<file path="config.mk">
export PLATFORM = sky130hd
export DESIGN_NAME = branch_resolver
export DESIGN_NICKNAME = d
export VERILOG_FILES = /design/src/rtl/branch_resolver.sv
export SDC_FILE = /design/constraint.sdc
export NUM_CORES = 1
export LEC_CHECK = 0
export CAP_MARGIN = 20
export CORE_UTILIZATION = 48
export CTS_BUF_LIST = sky130_fd_sc_hd__clkbuf_4
export CTS_CLUSTER_SIZE = 16
export DETAILED_ROUTE_END_ITERATION = 8
export GPL_TIMING_DRIVEN = 0
export PLACE_DENSITY_LB_ADDON = 0.25
export SLEW_MARGIN = 20
export SYNTH_ARGS = -nofsm -noshare
export SYNTH_HDL_FRONTEND = slang
export SYNTH_SLANG_ARGS = --single-unit
export TNS_END_PERCENT = 1
</file>
<file path="constraint.sdc">
create_clock -name clk -period 15.95 [get_ports clk]
set_input_delay 3.19 -clock clk [delete_from_list [all_inputs] [get_ports clk]]
set_output_delay 3.19 -clock clk [all_outputs]
set_load 0.02 [all_outputs]
</file>
<file path="src/rtl/branch_resolver.sv">
`default_nettype none
// +--------------------------------------------------------------------------+
// | Module   : branch_resolver                                               |
// | Function : Tracks fetched PC / predicted PC through IF->ID->EX, detects   |
// |            jump (ID) and branch/JR (EX) mispredictions, drives redirect  |
// |            and flush. Optional perf counters under `BR_PERF_CNT_EN.     |
// | Revision : 1.0  initial release                                          |
// +--------------------------------------------------------------------------+
module branch_resolver #(
    parameter int WORD_SIZE = 16,
    parameter int CNT_W     = 16
) (
    input  logic                 clk,
    input  logic                 reset_n,
    input  logic                 stall,
    input  logic [WORD_SIZE-1:0] IF_pc,
    input  logic [WORD_SIZE-1:0] IF_pred_pc,
    input  logic                 IF_valid,
    input  logic                 ID_is_jump,
    input  logic [WORD_SIZE-1:0] ID_jump_target,
    input  logic                 EX_is_branch,
    input  logic                 EX_branch_taken,
    input  logic [WORD_SIZE-1:0] EX_branch_target,
    input  logic                 EX_is_jr,
    input  logic [WORD_SIZE-1:0] EX_jr_target,
    output logic                 Jump_Failed,
    output logic [WORD_SIZE-1:0] Jump_Correct_PC,
    output logic                 Branch_Failed,
    output logic [WORD_SIZE-1:0] Branch_Correct_PC,
    output logic                 flush_ID,
    output logic                 flush_EX,
    output logic [CNT_W-1:0]     br_cnt,
    output logic [CNT_W-1:0]     br_miss_cnt,
    output logic [CNT_W-1:0]     jmp_miss_cnt
);

    logic                 r_v_id;
    logic [WORD_SIZE-1:0] r_pc_id;
    logic [WORD_SIZE-1:0] r_pred_id;
    logic                 r_v_ex;
    logic [WORD_SIZE-1:0] r_pc_ex;
    logic [WORD_SIZE-1:0] r_pred_ex;

    logic [WORD_SIZE-1:0] w_actual;
    logic                 w_br_resolved;
    logic                 w_branch_failed;
    logic                 w_jump_failed;

    // Outputs held quiet while reset is asserted so a redirect never escapes a reset cycle.
    always_comb begin
        w_actual        = EX_is_jr        ? EX_jr_target     :
                          EX_branch_taken ? EX_branch_target :
                                            r_pc_ex + WORD_SIZE'(1);
        w_br_resolved   = reset_n & r_v_ex & (EX_is_branch | EX_is_jr);
        w_branch_failed = w_br_resolved & (r_pred_ex != w_actual);
        w_jump_failed   = reset_n & r_v_id & ID_is_jump &
                          (r_pred_id != ID_jump_target) & ~w_branch_failed;
    end

    assign Branch_Failed     = w_branch_failed;
    assign Branch_Correct_PC = w_actual;
    assign Jump_Failed       = w_jump_failed;
    assign Jump_Correct_PC   = ID_jump_target;
    assign flush_ID          = w_branch_failed | w_jump_failed;
    assign flush_EX          = w_branch_failed;

    always_ff @(posedge clk) begin
        if (!reset_n) begin
            r_v_id <= 1'b0;
            r_v_ex <= 1'b0;
        end else if (w_branch_failed) begin
            r_v_id <= 1'b0;
            r_v_ex <= 1'b0;
        end else if (w_jump_failed) begin
            // The jump itself moves on to EX already carrying its now-correct successor.
            r_v_id    <= 1'b0;
            r_v_ex    <= r_v_id;
            r_pc_ex   <= r_pc_id;
            r_pred_ex <= ID_jump_target;
        end else if (stall) begin
            r_v_ex <= 1'b0;
        end else begin
            r_v_id    <= IF_valid;
            r_pc_id   <= IF_pc;
            r_pred_id <= IF_pred_pc;
            r_v_ex    <= r_v_id;
            r_pc_ex   <= r_pc_id;
            r_pred_ex <= r_pred_id;
        end
    end

`ifdef BR_PERF_CNT_EN
    localparam logic [CNT_W-1:0] C_CNT_MAX = '1;

    logic [CNT_W-1:0] r_br_cnt;
    logic [CNT_W-1:0] r_br_miss_cnt;
    logic [CNT_W-1:0] r_jmp_miss_cnt;

    always_ff @(posedge clk) begin
        if (!reset_n) begin
            r_br_cnt       <= '0;
            r_br_miss_cnt  <= '0;
            r_jmp_miss_cnt <= '0;
        end else begin
            if (w_br_resolved && r_br_cnt != C_CNT_MAX)
                r_br_cnt <= r_br_cnt + CNT_W'(1);
            if (w_branch_failed && r_br_miss_cnt != C_CNT_MAX)
                r_br_miss_cnt <= r_br_miss_cnt + CNT_W'(1);
            if (w_jump_failed && r_jmp_miss_cnt != C_CNT_MAX)
                r_jmp_miss_cnt <= r_jmp_miss_cnt + CNT_W'(1);
        end
    end

    assign br_cnt       = r_br_cnt;
    assign br_miss_cnt  = r_br_miss_cnt;
    assign jmp_miss_cnt = r_jmp_miss_cnt;
`else
    assign br_cnt       = '0;
    assign br_miss_cnt  = '0;
    assign jmp_miss_cnt = '0;
`endif

endmodule
`default_nettype wire
</file>
==> results of run 1 <==
[Yosys cell counts (all sizes together), types with 2 or more instances]
library cell  count  share of area, %
a21oi             5              0.62
buf              75                14
o31ai             3              0.56
or3               3              0.46
o22ai             5              0.77
a211o             4              0.87
xnor2            27               5.8
clkbuf            5              0.46
nand4             9               1.7
or2               4              0.62
dfxtp             2              0.99
a31o              3              0.65
inv               9              0.90
edfxtp           64                47
a22oi             7               1.3
mux2i             3              0.74
a32o             16               4.0
xor2              9               1.9
nand2b            3              0.46
nor2b            19               3.1
nor3b             2              0.37
nor4b             3              0.96
o2111ai           2              0.43
nor3              9               1.1
nand2            13               1.2
nor4              4              0.62
o21a              3              0.56
a31oi             2              0.31
nand3             5              0.62
and2              2              0.31
nor2             10              0.93
o211ai            2              0.37
o21ai            13               1.6
[per-stage QoR]
step | utilization [%] | cell area [um^2]
final | 69.9 | 5720
after global routing | 69.9 | 5720
after CTS | 69.9 | 5720
after detailed placement | 68.6 | 5610
after global placement | 68.2 | 5580
after floorplan | - | 4220
[flip-flops by register name (all words and copies together), names as in the netlist]
name / count
r_v_id: 1
r_v_ex: 1
r_pc_id: 16
r_pred_id: 16
r_pred_ex: 16
r_pc_ex: 16
[area by class of cell]
type	count	share of cell area [%]
inverters	9	0.635
well taps	105	2.30
multi-input cells	251	29.0
plain buffers	80	10.0
clock buffers	10	1.31
repair buffers	124	21.8
clock inverters	6	0.591
flip-flops and latches	66	34.3
[layout by cell type, fill, tap and decap left out, types with 6 or more instances in the layout]
| cell | Yosys | routed |
|---|---|---|
| clkdlybuf4s50_1 | 0 | 122 |
| buf_4 | 65 | 65 |
| edfxtp_1 | 64 | 64 |
| conb_1 | 1 | 48 |
| xnor2_1 | 27 | 27 |
| nor2b_1 | 18 | 18 |
| a32o_1 | 16 | 16 |
| nand2_1 | 13 | 13 |
| o21ai_0 | 12 | 12 |
| nor2_1 | 10 | 10 |
| clkbuf_4 | 0 | 10 |
| nor3_1 | 9 | 9 |
| xor2_1 | 9 | 9 |
| nand4_1 | 7 | 7 |
| a22oi_1 | 7 | 7 |
| buf_2 | 6 | 6 |
| inv_1 | 6 | 6 |
[worst reg2reg max path, delay by kind of cell, from the launching register on]
family	cells	cell delay, ns
AOI/OAI and AO/OA	4	1.14
buffers and inverters	3	0.48
xor gates and xnor gates	1	0.17
and+or+nand+nor	3	1.56
adders and majority gates	1	0.26
DFF	1	0.43
[per-layer routing]
metal | GRT usage, % | share of wire, % | wire length, um
met1 | 26.8 | 39 | 3910
met2 | 37.6 | 47 | 4720
met3 | 7.04 | 11 | 1070
met4 | 12.2 | 3.4 | 340
met5 | 0 | 0 | 0
[power by group through the flow]
stage / Clock, uW / Combinational [uW] / Sequential [uW]
finish: 90.1 / 105 / 204
global route: 101 / 112 / 205
CTS: 93.3 / 105 / 204
detailed placement: 0 / 104 / 208
global placement: 0 / 102 / 208
floorplan: 0 / 59.6 / 207
[kinds of logic (layout without fill, tap and decap cells)]
logic type      Yosys count  in the layout  synth area share [%]
compound gates           73             73                  14.2
xor+xnor                 36             36                  7.79
fa+ha+maj                 1              1                 0.309
buf+inv                  89            229                  15.1
flops                    66             66                  48.5
mux                       3              3                 0.742
other cells               1             48                0.0927
simple gates             90             90                  13.3
[worst max path at each step]
stage | startpoint | to | slack [ns] | depth (start not counted)
final | EX_is_jr | Jump_Failed | 5.74 | 13
after CTS | EX_is_jr | Jump_Failed | 5.77 | 13
after floorplan | EX_branch_taken | Jump_Failed | 6.87 | 12
after global routing | EX_is_jr | Jump_Failed | 5.56 | 13
after detailed placement | EX_is_jr | Jump_Failed | 5.79 | 13
after global placement | EX_is_jr | Jump_Failed | 5.84 | 13
==> impl_metrics.toml, run 1 <==
[status]
outcome = "complete, no violations"

[critical_path]
cpPeakStageDelay_ns = 0.61
cp_data_required_time_ns = 12.76
r2r_setup_slack_ns = 11.61
critPathLaunchType = "primary input"
ff2ff_path_depth = 12
crit_arrival_ns = 7.02
end_kind = "output pin"
regToRegStartpoint = "r_pc_ex[0]"
r2r_end = "r_pc_id[3]"
cp_max_fo = 10
crit_buf_inv = 7
crit_path_cell_trace = "clkdlybuf4s50_1 > buf_2 > buf_2 > buf_1 > a22oi_1 > a311oi_1 > o2111ai_1 > a2111oi_4 > a31o_2 > buf_6 > inv_4 > nor2_1 > clkdlybuf4s50_1"
crit_path_top_delay_cell = "clkdlybuf4s50_1"
critical_path_class = "in -> out"
cp_top_family = "buffers and inverters"

[clock_tree]
cts_resized = 0
root_buffer = "clkbuf_4"
post-cts-setup-buffer-count = 0
numCtsBuffers = 9
clk_latency_ns = 0.40
cts_tree = "yes"
cts_hold_buf = 0
htreeDepth = 3
cts_sinks = 66
clockBufferDepth = 2
clk_pin_slew_worst_paths_ns = 0.10

[placed_design]
portBuffers = 122
dp_cells = 635
gp_congestion = 0.901
dp_hpwl_um = 7970
place_ws_ns = 5.79

[floorplanning]
dieArea_mm2 = 0.00880
start_util_pct = 49.5
die-width_um = 93.8
die_h_um = 93.8
core_mm2 = 0.00818
num_rows = 33
io_pins = 172

[drt]
post-route-drc-count = 0
wl_um = 10000
antenna_left = 0
dr.pass1.iters = 5
drt_iter0_markers = 164
num_vias = 3383
routedWlPerCell_um = 15.4
via_per_inst = 5.20

[cells_and_area]
stdcell_count = 651
regArea_mm2 = 0.00196
diodes = 0
drive_gt1_share_pct = 19.2
area_growth_pct = 41.3
fillers = 618
layout.nets = 630
multi_input_area_mm2 = 0.00166

[sta]
final-setup-viol-count = 0
relSlewSlack_pct = 52.8
max_freq_ghz = 0.0979
setup_slack_ns = 5.74
fin_hold_ws_ns = 0.431
post-route-min-period_ns = 10.21
hold_viol = 0
tightest_slew_ns = 0.705
period_share_pct = 64.0
skew_ns = 0.0155
finalSetupTns_ns = 0
rsz0062_at_grt = "no"
drv_slew = 0

[hold_path]
hp-class = "reg -> reg"
min_from = "r_pc_id[4]"
hold_depth = 0
worstHoldEndpoint = "r_pc_ex[4]"

[power_and_ir_drop]
clkPwrFrac_pct = 22.6
power.leakage_uw = 0.00222
p_int_uw = 287
p_comb_share_pct = 26.3
switching_share_pct = 28.2
power_density_mw_per_mm2 = 69.9
seq_power_share_pct = 51.1
ir_worst_vdd_uv = 49.7
netSwitchingPower_uw = 113
p_total_uw = 399

[grt]
grt_usage_pct = 22.9
grt_first_pass_wirelength_um = 15000
grt_remaining_overflow = 0
grt_max_degree = 33
grt_antenna_before_repair = 0
grt_pass1_vias = 3184

[synthesis]
synth.avg_cell_area_um2 = 11.3
yosysUniqueCellTypes = 57
synth-edff-count = 64
syn_inst = 359
yosysSeqAreaShare_pct = 48.5
synth_area_mm2 = 0.00405
synth.yosys.warnings = 0
async_flop_share_pct = 0
yosys_register_bits = 66
synth_flop_cell = "edfxtp_1"

[flow_run]
max_cap_violations = 0
Note: power is estimated with default switching activity, not from simulation.
==> run 2: changes to the inputs <==
--- a/config.mk
+++ b/config.mk
@@ -6,7 +6,7 @@
 export NUM_CORES = 1
 export LEC_CHECK = 0
 export CAP_MARGIN = 20
-export CORE_UTILIZATION = 48
+export CORE_UTILIZATION = 44
 export CTS_BUF_LIST = sky130_fd_sc_hd__clkbuf_4
 export CTS_CLUSTER_SIZE = 16
 export DETAILED_ROUTE_END_ITERATION = 8
==> constraint.sdc (replaced) <==
create_clock -name clk -period 9.6 [get_ports clk]
set_input_delay 1.92 -clock clk [delete_from_list [all_inputs] [get_ports clk]]
set_output_delay 1.92 -clock clk [all_outputs]
set_load 0.02 [all_outputs]
==> run 2 against run 1 <==
The flow now finishes with violations (design-rule violations); largest power group unchanged; routed wire length is essentially flat; die area is 8.9% higher; cell area is 0.42% higher; flip-flop and latch count unchanged; total power grew 72%; worst hold slack worse by 0.0080 ns; critical path depth unchanged; final cell count grew 0.46%; via count shrank 3.1%; sequential share of layout area is 0.14 points lower; global-route usage decreased by 1.5 points; non-clock buffer count did not move.
==> impl_metrics.toml, run 2 (synthesis gave the netlist of run 1 again) <==
[grt]
grt_pass1_vias = 3234
grt_first_pass_wirelength_um = 15700
grt_usage_pct = 21.4
grt_remaining_overflow = 0
grt_max_degree = 33
grt_antenna_before_repair = 0

[placed_design]
portBuffers = 122
gp_congestion = 0.823
dp_hpwl_um = 8050

[hold_path]
min_from = "r_pc_id[5]"
hp-class = "reg -> reg"

[clock_tree]
clk_pin_slew_worst_paths_ns = 0.10
clockBufferDepth = 2
htreeDepth = 3
numCtsBuffers = 9
root_buffer = "clkbuf_4"
cts_sinks = 66
post-cts-setup-buffer-count = 0
cts_hold_buf = 0
cts_resized = 0
cts_tree = "yes"
clk_latency_ns = 0.40

[critical_path]
cp_max_fo = 10
cp_data_required_time_ns = 7.68
crit_buf_inv = 7
cp_top_family = "buffers and inverters"
critical_path_class = "in -> out"
critPathLaunchType = "primary input"
crit_arrival_ns = 5.78
crit_path_cell_trace = "clkdlybuf4s50_1 > buf_2 > buf_2 > buf_1 > a22oi_1 > a311oi_1 > o2111ai_1 > a2111oi_4 > a31o_2 > buf_6 > inv_4 > nor2_1 > clkdlybuf4s50_1"
end_kind = "output pin"
crit_start = "EX_is_jr"
crit_path_top_delay_cell = "clkdlybuf4s50_1"
cpPeakStageDelay_ns = 0.62
regToRegStartpoint = "r_pc_ex[0]"

[status]
outcome = "finished with violations"
violations = "design-rule violations"

[sta]
skew_ns = 0.00951
period_share_pct = 80.2
relSlewSlack_pct = 48.8
tightest_slew_ns = 0.765
hold_viol = 0
final-setup-viol-count = 0
max_freq_ghz = 0.130
fin_hold_ws_ns = 0.423
post-route-min-period_ns = 7.70
finalSetupTns_ns = 0
drv_slew = 0
rsz0062_at_grt = "no"

[power_and_ir_drop]
power.leakage_uw = 0.00223
power_density_mw_per_mm2 = 120
ir_worst_vdd_uv = 71.4

[floorplanning]
num_rows = 34
die_h_um = 97.9
core_mm2 = 0.00881
start_util_pct = 46.0
die-width_um = 97.9
io_pins = 172
dieArea_mm2 = 0.00958

[drt]
num_vias = 3277
wl_um = 10000
drt_iter0_markers = 123
antenna_left = 0
routedWlPerCell_um = 15.3
via_per_inst = 5.01
post-route-drc-count = 18
dr.pass1.iters = 7

[cells_and_area]
diodes = 0
layout_commonest_cell = "clkdlybuf4s50_1"
layout_common_cells = "122 x clkdlybuf4s50_1, 66 x buf_4, 64 x edfxtp_1"
area_growth_pct = 41.9
drive_gt1_share_pct = 19.4
layout.nets = 630

[flow_run]
max_cap_violations = 0
run 2: cell count changes in the layout (fill, tap and decap cells not counted), sizes merged:
cell,previous run,this run
bufinv,0,1
clkinvlp,1,0
run 2: per-layer routing:
metal / vias up / global-route usage (%) / share of wire, %
met4: 0 / 7.46 / 1.6
met5: - / 0 / 0
met1: 1505 / 25.7 / 41
met3: 13 / 6.01 / 8.8
met2: 162 / 36.7 / 48
li1: 1597 / - / -
run 2: final timing paths:
path,end,slack (ns),depth (start not counted)
setup / recovery,Jump_Failed,1.90,13
hold / removal,r_pc_ex[5],0.42,0
hold reg to reg,r_pc_ex[5],0.42,0
setup reg to reg,r_pc_id[5],5.13,13
run 2: through the flow:
stage               instance area (um^2)  utilization (%)  total power, uW  setup WS (ns)  cells
finish                              5740             65.2              687           1.90    654
global route                        5740             65.2              718           1.66    654
CTS                                 5740             65.2              694           1.88    654
detailed placement                  5610             63.7              519           1.90    638
global placement                    5580             63.4              515           1.63    636
floorplan                           4220                -              442           2.97    406
run 2: area by class of cell:
type | count | area (um^2)
Fill cell | 714 | 3070
Sequential cell | 66 | 1960
Multi-Input combinational cell | 251 | 1660
Timing Repair Buffer | 124 | 1240
Buffer | 80 | 574
Tap cell | 108 | 135
Clock buffer | 10 | 75.1
Clock inverter | 6 | 57.6
Inverter | 9 | 36.3
run 2: worst reg2reg max path, cell delays in order (launching register included):
cell and delay, ns:
edfxtp_1 0.46, ha_1 0.29, xnor2_1 0.15, a222oi_1 0.46, xor2_1 0.12, nor3b_1 0.35
o2111ai_1 0.28, a2111oi_4 0.45, a31o_2 0.23, buf_6 0.14, inv_4 0.06, nor4b_4 0.70
buf_6 0.25, buf_4 0.22
run 2: power by group:
| group | internal, uW | leakage (uW) | switching, uW | total [uW] |
|---|---|---|---|---|
| combinational | 91.0 | 0.00154 | 83.4 | 174 |
| sequential | 331 | 0.000617 | 7.68 | 339 |
| clock | 80.7 | 0.0000776 | 92.7 | 173 |
